==> config.mk <==
export PLATFORM = sky130hd
export DESIGN_NAME = core_ni_inject_flat
export DESIGN_NICKNAME = d
export VERILOG_FILES = /design/src/rtl/core_ni_inject_if.sv /design/src/rtl/core_ni_inject.sv /design/src/flat_wrapper.sv
export SDC_FILE = /design/constraint.sdc
export NUM_CORES = 1
export LEC_CHECK = 0
export CORE_MARGIN = 8
export CORE_UTILIZATION = 50
export CTS_BUF_LIST = sky130_fd_sc_hd__clkbuf_8
export DETAILED_ROUTE_END_ITERATION = 10
export PLACE_DENSITY = 0.66
export SETUP_SLACK_MARGIN = 0.1
export SLEW_MARGIN = 5
export SYNTH_ARGS = -nofsm -noshare
export SYNTH_HDL_FRONTEND = slang
export SYNTH_SLANG_ARGS = --single-unit
==> constraint.sdc <==
create_clock -name clk0 -period 4.74 [get_ports clk0]
set_input_delay 0.711 -clock clk0 [delete_from_list [all_inputs] [get_ports clk0]]
set_output_delay 0.711 -clock clk0 [all_outputs]
set_load 0.005 [all_outputs]
==> src/rtl/core_ni_inject_if.sv <==
// Core-side bundle of the NI injection port: command and payload channels in,
// flit stream toward the router core out.
interface core_ni_inject_if;
    logic        cmd_valid;
    logic [7:0]  cmd_dest;
    logic [3:0]  cmd_len;
    logic        cmd_ready;
    logic        pl_valid;
    logic [31:0] pl_data;
    logic        pl_ready;
    logic [31:0] core_packet;
    logic        core_in_val;
    logic        data_in_req_from_core;
    logic        pkt_sent;

    modport master (
        output cmd_valid, cmd_dest, cmd_len, pl_valid, pl_data, data_in_req_from_core,
        input  cmd_ready, pl_ready, core_packet, core_in_val, pkt_sent
    );

    modport slave (
        input  cmd_valid, cmd_dest, cmd_len, pl_valid, pl_data, data_in_req_from_core,
        output cmd_ready, pl_ready, core_packet, core_in_val, pkt_sent
    );
endinterface

==> src/rtl/core_ni_inject.sv <==
// NI injection: turns a (dest, len) command plus buffered payload words into a
// header flit followed by len body flits toward the router core.
module core_ni_inject #(
    parameter logic [7:0] SRC_ADDR   = 8'h11,
    parameter int         FIFO_DEPTH = 8
) (
    input  logic            clk0,
    input  logic            reset,
    core_ni_inject_if.slave ni
);
    localparam int AW = $clog2(FIFO_DEPTH);
    localparam int CW = AW + 1;
    localparam logic [CW-1:0] FULL_CNT = CW'(FIFO_DEPTH);

    typedef enum logic [1:0] {IDLE, HDR, BODY} state_t;

    logic [31:0]   mem_q [FIFO_DEPTH];
    logic [AW-1:0] wr_ptr_q, rd_ptr_q;
    logic [CW-1:0] count_q, count_d;
    state_t        state_q;
    logic [7:0]    dest_q;
    logic [3:0]    len_q, remaining_q;
    logic [11:0]   seq_q;
    logic          live_q, pkt_sent_q;

    logic fifo_full, fifo_empty, push, pop, hdr_xfer, cmd_acc;

    assign fifo_full  = (count_q == FULL_CNT);
    assign fifo_empty = (count_q == '0);

    // live_q keeps both ready outputs low until the first edge after reset release.
    assign ni.pl_ready  = live_q && !fifo_full;
    assign ni.cmd_ready = live_q && (state_q == IDLE);
    assign ni.pkt_sent  = pkt_sent_q;

    assign push     = ni.pl_valid && ni.pl_ready;
    assign pop      = (state_q == BODY) && !fifo_empty && ni.data_in_req_from_core;
    assign hdr_xfer = (state_q == HDR) && ni.data_in_req_from_core;
    assign cmd_acc  = ni.cmd_valid && ni.cmd_ready;

    always_comb begin
        count_d = count_q;
        if (push && !pop)
            count_d = count_q + CW'(1);
        else if (pop && !push)
            count_d = count_q - CW'(1);
    end

    always_ff @(posedge clk0) begin
        if (push)
            mem_q[wr_ptr_q] <= ni.pl_data;
    end

    always_ff @(posedge clk0 or negedge reset) begin
        if (!reset) begin
            wr_ptr_q <= '0;
            rd_ptr_q <= '0;
            count_q  <= '0;
        end else begin
            if (push)
                wr_ptr_q <= wr_ptr_q + AW'(1);
            if (pop)
                rd_ptr_q <= rd_ptr_q + AW'(1);
            count_q <= count_d;
        end
    end

    always_ff @(posedge clk0 or negedge reset) begin
        if (!reset) begin
            state_q     <= IDLE;
            dest_q      <= '0;
            len_q       <= '0;
            remaining_q <= '0;
            seq_q       <= '0;
            live_q      <= 1'b0;
            pkt_sent_q  <= 1'b0;
        end else begin
            live_q     <= 1'b1;
            pkt_sent_q <= 1'b0;
            case (state_q)
                IDLE: begin
                    if (cmd_acc) begin
                        dest_q      <= ni.cmd_dest;
                        len_q       <= ni.cmd_len;
                        remaining_q <= ni.cmd_len;
                        state_q     <= HDR;
                    end
                end
                HDR: begin
                    if (hdr_xfer) begin
                        seq_q <= seq_q + 12'd1;
                        if (len_q != 4'd0) begin
                            state_q <= BODY;
                        end else begin
                            state_q    <= IDLE;
                            pkt_sent_q <= 1'b1;
                        end
                    end
                end
                BODY: begin
                    if (pop) begin
                        remaining_q <= remaining_q - 4'd1;
                        if (remaining_q == 4'd1) begin
                            state_q    <= IDLE;
                            pkt_sent_q <= 1'b1;
                        end
                    end
                end
                default: state_q <= IDLE;
            endcase
        end
    end

    // Body flits come straight off the FIFO head; it only moves on a pop, so a stalled flit holds.
    always_comb begin
        ni.core_in_val = 1'b0;
        ni.core_packet = 32'h0;
        case (state_q)
            HDR: begin
                ni.core_in_val = 1'b1;
                ni.core_packet = {dest_q, SRC_ADDR, len_q, seq_q};
            end
            BODY: begin
                ni.core_in_val = !fifo_empty;
                ni.core_packet = mem_q[rd_ptr_q];
            end
            default: ;
        endcase
    end
endmodule

==> src/flat_wrapper.sv <==
// flat-port wrapper written by rule: the top's interface ports become plain ports
module core_ni_inject_flat 
#(
    parameter logic [7:0] SRC_ADDR   = 8'h11,
    parameter int         FIFO_DEPTH = 8
)
  (clk0, reset, ni_cmd_valid, ni_cmd_dest, ni_cmd_len, ni_pl_valid, ni_pl_data, ni_data_in_req_from_core, ni_cmd_ready, ni_pl_ready, ni_core_packet, ni_core_in_val, ni_pkt_sent);
  core_ni_inject_if ni_i ();
  input  logic clk0;
  input  logic reset;
  input wire logic [$bits(ni_i.cmd_valid)-1:0] ni_cmd_valid;
  input wire logic [$bits(ni_i.cmd_dest)-1:0] ni_cmd_dest;
  input wire logic [$bits(ni_i.cmd_len)-1:0] ni_cmd_len;
  input wire logic [$bits(ni_i.pl_valid)-1:0] ni_pl_valid;
  input wire logic [$bits(ni_i.pl_data)-1:0] ni_pl_data;
  input wire logic [$bits(ni_i.data_in_req_from_core)-1:0] ni_data_in_req_from_core;
  output wire logic [$bits(ni_i.cmd_ready)-1:0] ni_cmd_ready;
  output wire logic [$bits(ni_i.pl_ready)-1:0] ni_pl_ready;
  output wire logic [$bits(ni_i.core_packet)-1:0] ni_core_packet;
  output wire logic [$bits(ni_i.core_in_val)-1:0] ni_core_in_val;
  output wire logic [$bits(ni_i.pkt_sent)-1:0] ni_pkt_sent;
  assign ni_i.cmd_valid = ni_cmd_valid;
  assign ni_i.cmd_dest = ni_cmd_dest;
  assign ni_i.cmd_len = ni_cmd_len;
  assign ni_i.pl_valid = ni_pl_valid;
  assign ni_i.pl_data = ni_pl_data;
  assign ni_i.data_in_req_from_core = ni_data_in_req_from_core;
  assign ni_cmd_ready = ni_i.cmd_ready;
  assign ni_pl_ready = ni_i.pl_ready;
  assign ni_core_packet = ni_i.core_packet;
  assign ni_core_in_val = ni_i.core_in_val;
  assign ni_pkt_sent = ni_i.pkt_sent;
  core_ni_inject #(.SRC_ADDR(SRC_ADDR), .FIFO_DEPTH(FIFO_DEPTH)) u_core (.clk0(clk0), .reset(reset), .ni(ni_i));
endmodule
==> flow_metrics.env, run 1 <==
export IMPL_status="finished clean"
export IMPL_ys_types=50
export IMPL_p_per_area_mw_per_mm2=552
export IMPL_grt_first_pass_wirelength_mm=42.0
export IMPL_avgSynthCellArea_um2=17.5
export IMPL_path_clk_slew_ns=0.07
export IMPL_drive_gt1_frac=0.167
export IMPL_die_y_um=172
export IMPL_cts_inserted_buffers=48
export IMPL_cp_end_kind="output port"
export IMPL_cts_root_buf="clkbuf_8"
export IMPL_via_per_inst=5.76
export IMPL_setup_worst_path_end="ni_core_packet[24]"
export IMPL_portBuffers=84
export IMPL_cts_htree_levels=2
export IMPL_finish_utilization=0.593
export IMPL_fmax_mhz=251
export IMPL_post_cts_resized=0
export IMPL_antenna_found_initial=2
export IMPL_gp_congestion=0.800
export IMPL_cts_tree="done"
export IMPL_syn_nets=760
export IMPL_grt_pass1_vias=7210
export IMPL_setup_viol=0
export IMPL_r2r_start="u_core.state_q[0]"
export IMPL_synthCells=698
export IMPL_finalHoldViolations=0
export IMPL_synth_area_mm2=0.0122
export IMPL_grt_use_total=0.190
export IMPL_tns_ns=0
export IMPL_row_count=57
export IMPL_r2r_setup_slack_ns=1.63
export IMPL_cp_data_required_time_ns=4.03
export IMPL_fp_dieArea_mm2=0.0296
export IMPL_clk_insertion_delay_late_ns=0.55
export IMPL_ys_seq_area_frac=0.717
export IMPL_grt_max_degree=43
export IMPL_route_detailed_drc=0
export IMPL_wl_per_cell_um=23.4
export IMPL_antenna_left=0
export IMPL_ys_ff_latch=298
export IMPL_ys_warn_count=0
export IMPL_slew_violations=0
export IMPL_num_vias=6799
export IMPL_min_period_ns=3.99
export IMPL_die_w_um=172
export IMPL_clock_sinks=298
export IMPL_cts_hold_buf=0
export IMPL_grt_ovfl_total=0
export IMPL_cts_buffer_depth=3
export IMPL_reg2regPathDepth=10
export IMPL_r2r_end="u_core.count_q[3]"
export IMPL_drt_initial_drc_count=633
export IMPL_hp_class="in -> async"
export IMPL_ioPinCount=85
export IMPL_worst_clock_skew_ns=0.0198
export IMPL_whs_ns=0.312
export IMPL_path_max_fanout=15
export IMPL_drt_total_wl_mm=27.7
export IMPL_drv_cap=0
export IMPL_rsz0062_at_grt="no"
export IMPL_post_cts_repair_setup_buffers=0
export IMPL_initial_core_util=0.505
export IMPL_irDropWorstVdd_mv=0.263
export IMPL_maxSlewHeadroom=0.343
export IMPL_path_class="reg -> out"
export IMPL_detailed_place_hpwl_mm=17.3
export IMPL_core_area_mm2=0.0241
export IMPL_fin_crit_sh=0.842
export IMPL_syn2layout_area_growth_pct=17.3
export IMPL_firstDrtPassIters=5
export IMPL_cp_start_kind="flip-flop"
export IMPL_nNetsFinal=879
export IMPL_cp_arrival_ns=3.28
export IMPL_leakage_nw=4.94
export IMPL_crit_start="u_core.rd_ptr_q[1]"
export IMPL_tightestPinTransition_ns=0.985
==> sequential cells by signal, indices dropped and copies added (netlist names) <==
name                flops
u_core.seq_q           12
u_core.ni.pkt_sent      1
u_core.len_q            4
u_core.dest_q           8
u_core.mem_q          256
u_core.rd_ptr_q         3
u_core.live_q           1
u_core.count_q          4
u_core.wr_ptr_q         3
u_core.remaining_q      4
u_core.state_q          2
==> cells by family after synthesis <==
group | Yosys count | share of synthesized area
AO/OA/AOI/OAI | 98 | 0.0564
XOR/XNOR | 17 | 0.0122
adder cells (fa/ha/maj) | 13 | 0.0140
buffers and inverters | 45 | 0.0212
flip-flops | 298 | 0.717
multiplexers | 115 | 0.136
other | 1 | 0.000308
AND/OR/NAND/NOR | 111 | 0.0430
==> metrics by stage <==
step	instance area [um^2]	std cells	setup slack [ns]	power (mW)
global placement	13400	1091	1.42	5.91
CTS	14300	1180	0.795	7.96
finish	14300	1181	0.751	7.89
floorplan	12200	698	0.994	5.09
detailed placement	13400	1091	1.31	5.99
global route	14300	1181	0.610	8.28
==> cells in the final DEF (no fill, tap or decap), types with 20 or more instances in the layout <==
master           count
nand2_1             46
mux4_2              38
clkdlybuf4s50_1     83
clkbuf_8            48
inv_1               22
clkinv_1            20
dfrtp_1             40
buf_4               20
a21boi_1            23
edfxtp_1           256
a221oi_1            25
mux2i_1             60
o21ai_1             24
==> metal layers <==
| metal | vias to the layer above | global-route usage | share of wire |
|---|---|---|---|
| li1 | 3000 | - | - |
| met1 | 3498 | 0.251 | 0.42 |
| met2 | 257 | 0.316 | 0.49 |
| met3 | 42 | 0.0361 | 0.074 |
| met4 | 2 | 0.0581 | 0.019 |
| met5 | - | 0 | 0.00047 |
==> cell type report <==
| type | count | area (um^2) |
|---|---|---|
| well taps | 324 | 405 |
| diodes | 1 | 2.50 |
| repair buffers | 105 | 1010 |
| clock buffers | 48 | 661 |
| fillers | 1876 | 9820 |
| flip-flops and latches | 298 | 8740 |
| inverters | 9 | 33.8 |
| clock inverters | 41 | 194 |
| multi-input cells | 355 | 3240 |
==> where the power goes <==
part           switching, mW  leakage (nW)  total, mW  internal [mW]
logic                   1.27          1.63       2.44           1.17
clock network          0.972         0.485       1.97           1.00
registers              0.302          2.83       3.48           3.18
==> worst max-delay path, cell delays in order (launching register included) <==
cell,delay (ns)
dfrtp_1,0.62
buf_4,0.33
and2_1,0.79
a221oi_1,0.23
o21ai_1,0.20
a21boi_1,0.09
clkdlybuf4s50_1,0.45
==> how the worst min path moves through the flow <==
stage | startpoint | endpoint | slack, ns | cells after the start
after CTS | reset | u_core.count_q[0] | 0.33 | 1
after detailed placement | u_core.seq_q[11] | u_core.seq_q[11] | 0.48 | 1
after global placement | u_core.seq_q[11] | u_core.seq_q[11] | 0.46 | 1
after floorplan | reset | u_core.count_q[0] | 0.42 | 0
final | reset | u_core.count_q[0] | 0.31 | 1
after global routing | reset | u_core.count_q[0] | 0.40 | 1
==> synth_stat cells, drive strengths merged <==
cell type / number / share of area
edfxtp: 256 / 0.63
mux2i: 60 / 0.049
nand2: 46 / 0.014
dfrtp: 42 / 0.086
mux4: 38 / 0.070
o21ai: 32 / 0.013
a221oi: 25 / 0.018
a21boi: 24 / 0.015
nor2: 21 / 0.0065
clkbuf: 19 / 0.0059
buf: 17 / 0.013
mux2: 17 / 0.016
ha: 12 / 0.012
xnor2: 11 / 0.0079
inv: 9 / 0.0028
nor3: 9 / 0.0037
a21oi: 7 / 0.0029
nand3: 6 / 0.0025
xor2: 6 / 0.0043
nand2b: 5 / 0.0026
and2: 4 / 0.0021
nor2b: 4 / 0.0021
and3: 3 / 0.0015
nand4: 3 / 0.0015
nor3b: 3 / 0.0018
o31ai: 3 / 0.0018
nor4b: 2 / 0.0014
a2111oi: 1 / 0.00072
a21o: 1 / 0.00062
a221o: 1 / 0.00082
a32oi: 1 / 0.00072
and4: 1 / 0.00072
conb: 1 / 0.00031
fa: 1 / 0.0016
nand3b: 1 / 0.00062
nor4: 1 / 0.00051
o21a: 1 / 0.00062
o41a: 1 / 0.00092
o41ai: 1 / 0.0013
or3: 1 / 0.00051
or4b: 1 / 0.00082
Power figures use the tool's default switching activity.
==> run 2: changes to the inputs <==
clock period = 3.7 ns   (was 4.74 ns; I/O delays follow)
==> run 2 against run 1 <==
Utilization fell by 0.11 points; clock-buffer cell count fell by 2; power rose by 27%; clock skew fell by 0.0035 ns; wire length fell by 1.1%; cell count fell by 0.76%; die area did not move; first-iteration DRC count fell by 7.3%; register-to-register slack got worse by 1.1 ns; combinational power rose by 36%; sequential share of layout area rose by 0.11 points; largest cell class unchanged.
==> flow_metrics.env, run 2 (synthesis gave the netlist of run 1 again) <==
export IMPL_drt_total_wl_mm=27.4
export IMPL_fin_crit_sh=0.919
export IMPL_top_regs="u_core.mem_q (256), u_core.seq_q (12), u_core.dest_q (8)"
export IMPL_antenna_left=0
export IMPL_gp_congestion=0.822
export IMPL_cts_tree="done"
export IMPL_row_count=57
export IMPL_cp_data_required_time_ns=3.14
export IMPL_die_w_um=172
export IMPL_initial_core_util=0.505
export IMPL_via_per_inst=5.71
export IMPL_cts_root_buf="clkbuf_8"
export IMPL_path_max_fanout=14
export IMPL_drive_gt1_frac=0.169
export IMPL_wl_per_cell_um=23.4
export IMPL_finish_utilization=0.592
export IMPL_cp_arrival_ns=2.85
export IMPL_tns_ns=0
export IMPL_path_clk_slew_ns=0.06
export IMPL_largest_reg_flops=256
export IMPL_grt_max_degree=43
export IMPL_mostFrequentLayoutCell="edfxtp_1"
export IMPL_cts_htree_levels=2
export IMPL_finalHoldViolations=0
export IMPL_clock_sinks=298
export IMPL_portBuffers=84
export IMPL_multiInputGateArea_mm2=0.00326
export IMPL_cts_buffer_depth=3
export IMPL_regMostFlops="u_core.mem_q"
export IMPL_nNetsFinal=880
export IMPL_ioPinCount=85
export IMPL_drt_initial_drc_count=587
export IMPL_fp_dieArea_mm2=0.0296
export IMPL_route_detailed_drc=0
export IMPL_tightestPinTransition_ns=1.03
export IMPL_antenna_found_initial=1
export IMPL_setup_viol=0
export IMPL_irDropWorstVdd_mv=0.300
export IMPL_diodes=0
export IMPL_syn2layout_area_growth_pct=17.1
export IMPL_min_period_ns=3.40
export IMPL_grt_pass1_vias=7067
export IMPL_cp_end_kind="output port"
export IMPL_num_vias=6689
export IMPL_status="finished clean"
export IMPL_leakage_nw=4.95
export IMPL_clk_insertion_delay_late_ns=0.56
export IMPL_final_cells=1172
export IMPL_grt_ovfl_total=0
export IMPL_final_seq_area_mm2=0.00874
export IMPL_drv_cap=0
export IMPL_core_area_mm2=0.0241
export IMPL_detailed_place_hpwl_mm=16.8
export IMPL_grt_first_pass_wirelength_mm=41.8
export IMPL_path_class="reg -> out"
export IMPL_slew_violations=0
export IMPL_fmax_mhz=294
export IMPL_whs_ns=0.187
export IMPL_cts_hold_buf=0
export IMPL_hp_class="in -> async"
export IMPL_rsz0062_at_grt="no"
export IMPL_p_per_area_mw_per_mm2=704
export IMPL_final_cell_mix="edfxtp_1 (256), clkdlybuf4s50_1 (83), mux2i_1 (60)"
export IMPL_cp_start_kind="flip-flop"
export IMPL_cts_inserted_buffers=46
export IMPL_die_y_um=172
export IMPL_maxSlewHeadroom=0.315
export IMPL_grt_use_total=0.188
export IMPL_fill_cells=1852
export IMPL_firstDrtPassIters=5
export IMPL_dpl_cell_count=1093
export IMPL_worst_clock_skew_ns=0.0163
## run 2: per-stage QoR
stage,setup slack [ns],cell area (um^2),power (mW)
after global placement,0.728,13500,7.65
after global routing,0.104,14300,10.5
after CTS,0.141,14200,10.1
final,0.298,14300,10.0
after floorplan,0.926,12200,6.53
after detailed placement,0.574,13500,7.74
## run 2: worst paths after layout
| path | from | cells after the start | slack [ns] | to |
|---|---|---|---|---|
| min | reset | 1 | 0.19 | u_core.count_q[0] |
| max | u_core.rd_ptr_q[2] | 7 | 0.30 | ni_core_packet[13] |
| min reg2reg | u_core.seq_q[11] | 1 | 0.48 | u_core.seq_q[11] |
| min in group clk0 | u_core.seq_q[11] | 1 | 0.48 | u_core.seq_q[11] |
| max in group asynchronous | reset | 1 | 2.77 | u_core.rd_ptr_q[0] |
| max reg2reg | u_core.state_q[0] | 10 | 0.56 | u_core.count_q[3] |
## run 2: routing by layer
| metal | share of wire | routed length [um] | GRT usage | vias up |
|---|---|---|---|---|
| met5 | 0.00047 | 13 | 0 | - |
| met4 | 0.020 | 536 | 0.0558 | 2 |
| met3 | 0.069 | 1880 | 0.0450 | 47 |
| met2 | 0.47 | 12800 | 0.300 | 229 |
| met1 | 0.44 | 12100 | 0.255 | 3421 |
| li1 | - | - | - | 2990 |
## run 2: final cells by class
class | instances | area share
Clock buffer | 46 | 0.0444
Clock inverter | 32 | 0.00956
Inverter | 9 | 0.00254
Multi-Input combinational cell | 355 | 0.228
Sequential cell | 298 | 0.613
Tap cell | 324 | 0.0284
Timing Repair Buffer | 108 | 0.0735
## run 2: repair_timing
action                     4_1_cts  5_1_grt
setup endpoints to repair        1       14
setup buffers                    0        1
resized for setup                1        2
cloned                           0        0
## run 2: where the power goes
part / internal (mW) / switching [mW]
sequential: 4.07 / 0.295
combinational: 1.55 / 1.77
clock: 1.16 / 1.19
## run 2: worst max-delay path: stages, from the launching register on
cell	delay [ns]
dfrtp_1	0.43
buf_4	0.29
nor2b_1	0.20
buf_4	0.23
a221oi_1	0.32
o21ai_1	0.12
a21boi_1	0.17
clkdlybuf4s50_1	0.53
==> run 3: changes to the inputs <==
CTS_CLUSTER_DIAMETER = 30   (was unset)
PLACE_DENSITY = 0.69   (was 0.66)
==> run 3 against run 2 <==
Sequential power hardly changed; global-route usage increased by 0.26 points; critical endpoint is now ni_core_packet[5]; hold slack got worse by 0.015 ns.
==> flow_metrics.env, run 3 (synthesis gave the netlist of run 1 again) <==
export IMPL_status="finished clean"
export IMPL_swShare=0.314
export IMPL_design_area_mm2=0.0146
export IMPL_clock_sinks=298
export IMPL_dpl_cell_count=1092
export IMPL_via_per_inst=5.67
export IMPL_cts_inserted_buffers=54
export IMPL_fp_dieArea_mm2=0.0296
export IMPL_setup_viol=0
export IMPL_antenna_left=0
export IMPL_irDropWorstVdd_mv=0.303
export IMPL_die_w_um=172
export IMPL_portBuffers=84
export IMPL_diodes=0
export IMPL_mostFrequentLayoutCell="edfxtp_1"
export IMPL_slowest_stage="nor2b_1"
export IMPL_fin_crit_sh=0.945
export IMPL_drv_cap=0
export IMPL_tns_ns=0
export IMPL_drive_gt1_frac=0.195
export IMPL_p_total_mw=10.9
export IMPL_cp_num_buf_inv=3
export IMPL_final_cell_mix="edfxtp_1 (256), clkdlybuf4s50_1 (83), mux2i_1 (60)"
export IMPL_antenna_found_initial=1
export IMPL_row_count=57
export IMPL_grt_max_degree=43
export IMPL_grt_ovfl_total=0
export IMPL_detailed_place_hpwl_mm=17.1
export IMPL_grt_pass1_vias=7135
export IMPL_final_cells=1191
export IMPL_critical_path_max_stage_delay_ns=0.59
export IMPL_slew_violations=0
export IMPL_power_switching_mw=3.43
export IMPL_path_delay_family="buffers and inverters"
export IMPL_worst_clock_skew_ns=0.0245
export IMPL_cp_common_cell="buf_4"
export IMPL_tightestPinTransition_ns=1.05
export IMPL_seqPwrFrac=0.399
export IMPL_syn2layout_area_growth_pct=20.2
export IMPL_p_int_mw=7.50
export IMPL_finalHoldViolations=0
export IMPL_wl_per_cell_um=23.5
export IMPL_fmax_mhz=286
export IMPL_p_per_area_mw_per_mm2=747
export IMPL_path_max_fanout=12
export IMPL_top_regs="u_core.mem_q (256), u_core.seq_q (12), u_core.dest_q (8)"
export IMPL_gp_congestion=0.849
export IMPL_leakage_nw=5.09
export IMPL_ioPinCount=85
export IMPL_cts_buffer_depth=3
export IMPL_cp_start_kind="flip-flop"
export IMPL_largest_reg_flops=256
export IMPL_initial_core_util=0.505
export IMPL_nNetsFinal=887
export IMPL_finish_utilization=0.607
export IMPL_hp_class="in -> async"
export IMPL_clock_power_share=0.296
export IMPL_place_area_mm2=0.0135
export IMPL_cp_arrival_ns=2.94
export IMPL_cts_tree="done"
export IMPL_cts_hold_buf=0
export IMPL_comb_power_share=0.305
export IMPL_min_period_ns=3.50
export IMPL_fill_cells=1799
export IMPL_cp_end_kind="output port"
export IMPL_regMostFlops="u_core.mem_q"
export IMPL_rsz0062_at_grt="no"
export IMPL_route_detailed_drc=0
export IMPL_core_area_mm2=0.0241
export IMPL_path_clk_slew_ns=0.06
export IMPL_cts_root_buf="clkbuf_8"
export IMPL_cp_cell_sequence="buf_4, nor2b_1, buf_4, a221oi_1, o21ai_1, a21boi_1, clkdlybuf4s50_1"
export IMPL_firstDrtPassIters=5
export IMPL_maxSlewHeadroom=0.300
export IMPL_clk_insertion_delay_late_ns=0.58
export IMPL_grt_first_pass_wirelength_mm=42.0
export IMPL_num_vias=6755
export IMPL_drt_total_wl_mm=28.0
export IMPL_cts_htree_levels=2
export IMPL_drt_initial_drc_count=596
export IMPL_r2r_setup_slack_ns=0.61
export IMPL_path_class="reg -> out"
export IMPL_grt_use_total=0.191
export IMPL_cp_data_required_time_ns=3.14
export IMPL_die_y_um=172
## run 3: cell count changes in the layout (fill, tap and decap cells not counted), sizes merged
| cell | delta |
|---|---|
| clkinvlp | +3 |
| clkbuf | +12 |
| clkinv | +4 |
| bufinv | +6 |
| buf | -1 |
| inv | -5 |
## run 3: per-layer routing
layer  track usage  wire length [um]  vias to the layer above
met1         0.246             11800                     3440
li1              -                 -                     3023
met2         0.314             13600                      251
met3        0.0459              2030                       39
met4        0.0663               521                        2
met5             0                15                        -
## run 3: what timing repair did
item                       in CTS  in global routing
setup buffers                   0                  1
gates resized for setup         0                  5
setup endpoints to repair       0                 21
## run 3: power groups by stage
stage | clock, mW | sequential (mW) | combinational, mW
detailed placement | 0 | 4.45 | 3.30
global placement | 0 | 4.42 | 3.23
global route | 3.45 | 4.41 | 3.59
finish | 3.23 | 4.36 | 3.33
floorplan | 0 | 4.31 | 2.22
CTS | 3.29 | 4.39 | 3.31
## run 3: per-stage QoR
stage	setup WS (ns)	hold WS (ns)
2_1_floorplan	0.926	0.259
3_3_place_gp	0.723	0.472
3_5_place_dp	0.551	0.469
4_1_cts	0.120	0.172
5_1_grt	0.110	0.233
6_report	0.203	0.172
## run 3: layout make-up
| class | count | area, um^2 | share of cell area |
|---|---|---|---|
| multi-input combinational | 355 | 3260 | 0.223 |
| tap | 324 | 405 | 0.0277 |
| clock inverter | 40 | 358 | 0.0244 |
| clock buffer | 58 | 798 | 0.0545 |
| inverter | 9 | 36.3 | 0.00248 |
| sequential | 298 | 8740 | 0.597 |
| timing repair buffer | 107 | 1040 | 0.0709 |
## run 3: worst paths after layout
kind | startpoint | to | depth (start not counted)
worst max register to register | u_core.state_q[0] | u_core.count_q[3] | 10
min in group clk0 | u_core.seq_q[11] | u_core.seq_q[11] | 1
worst min-delay path | reset | u_core.count_q[1] | 1
worst max-delay path | u_core.rd_ptr_q[1] | ni_core_packet[5] | 7
max in group asynchronous | reset | u_core.rd_ptr_q[0] | 1
worst min register to register | u_core.seq_q[11] | u_core.seq_q[11] | 1
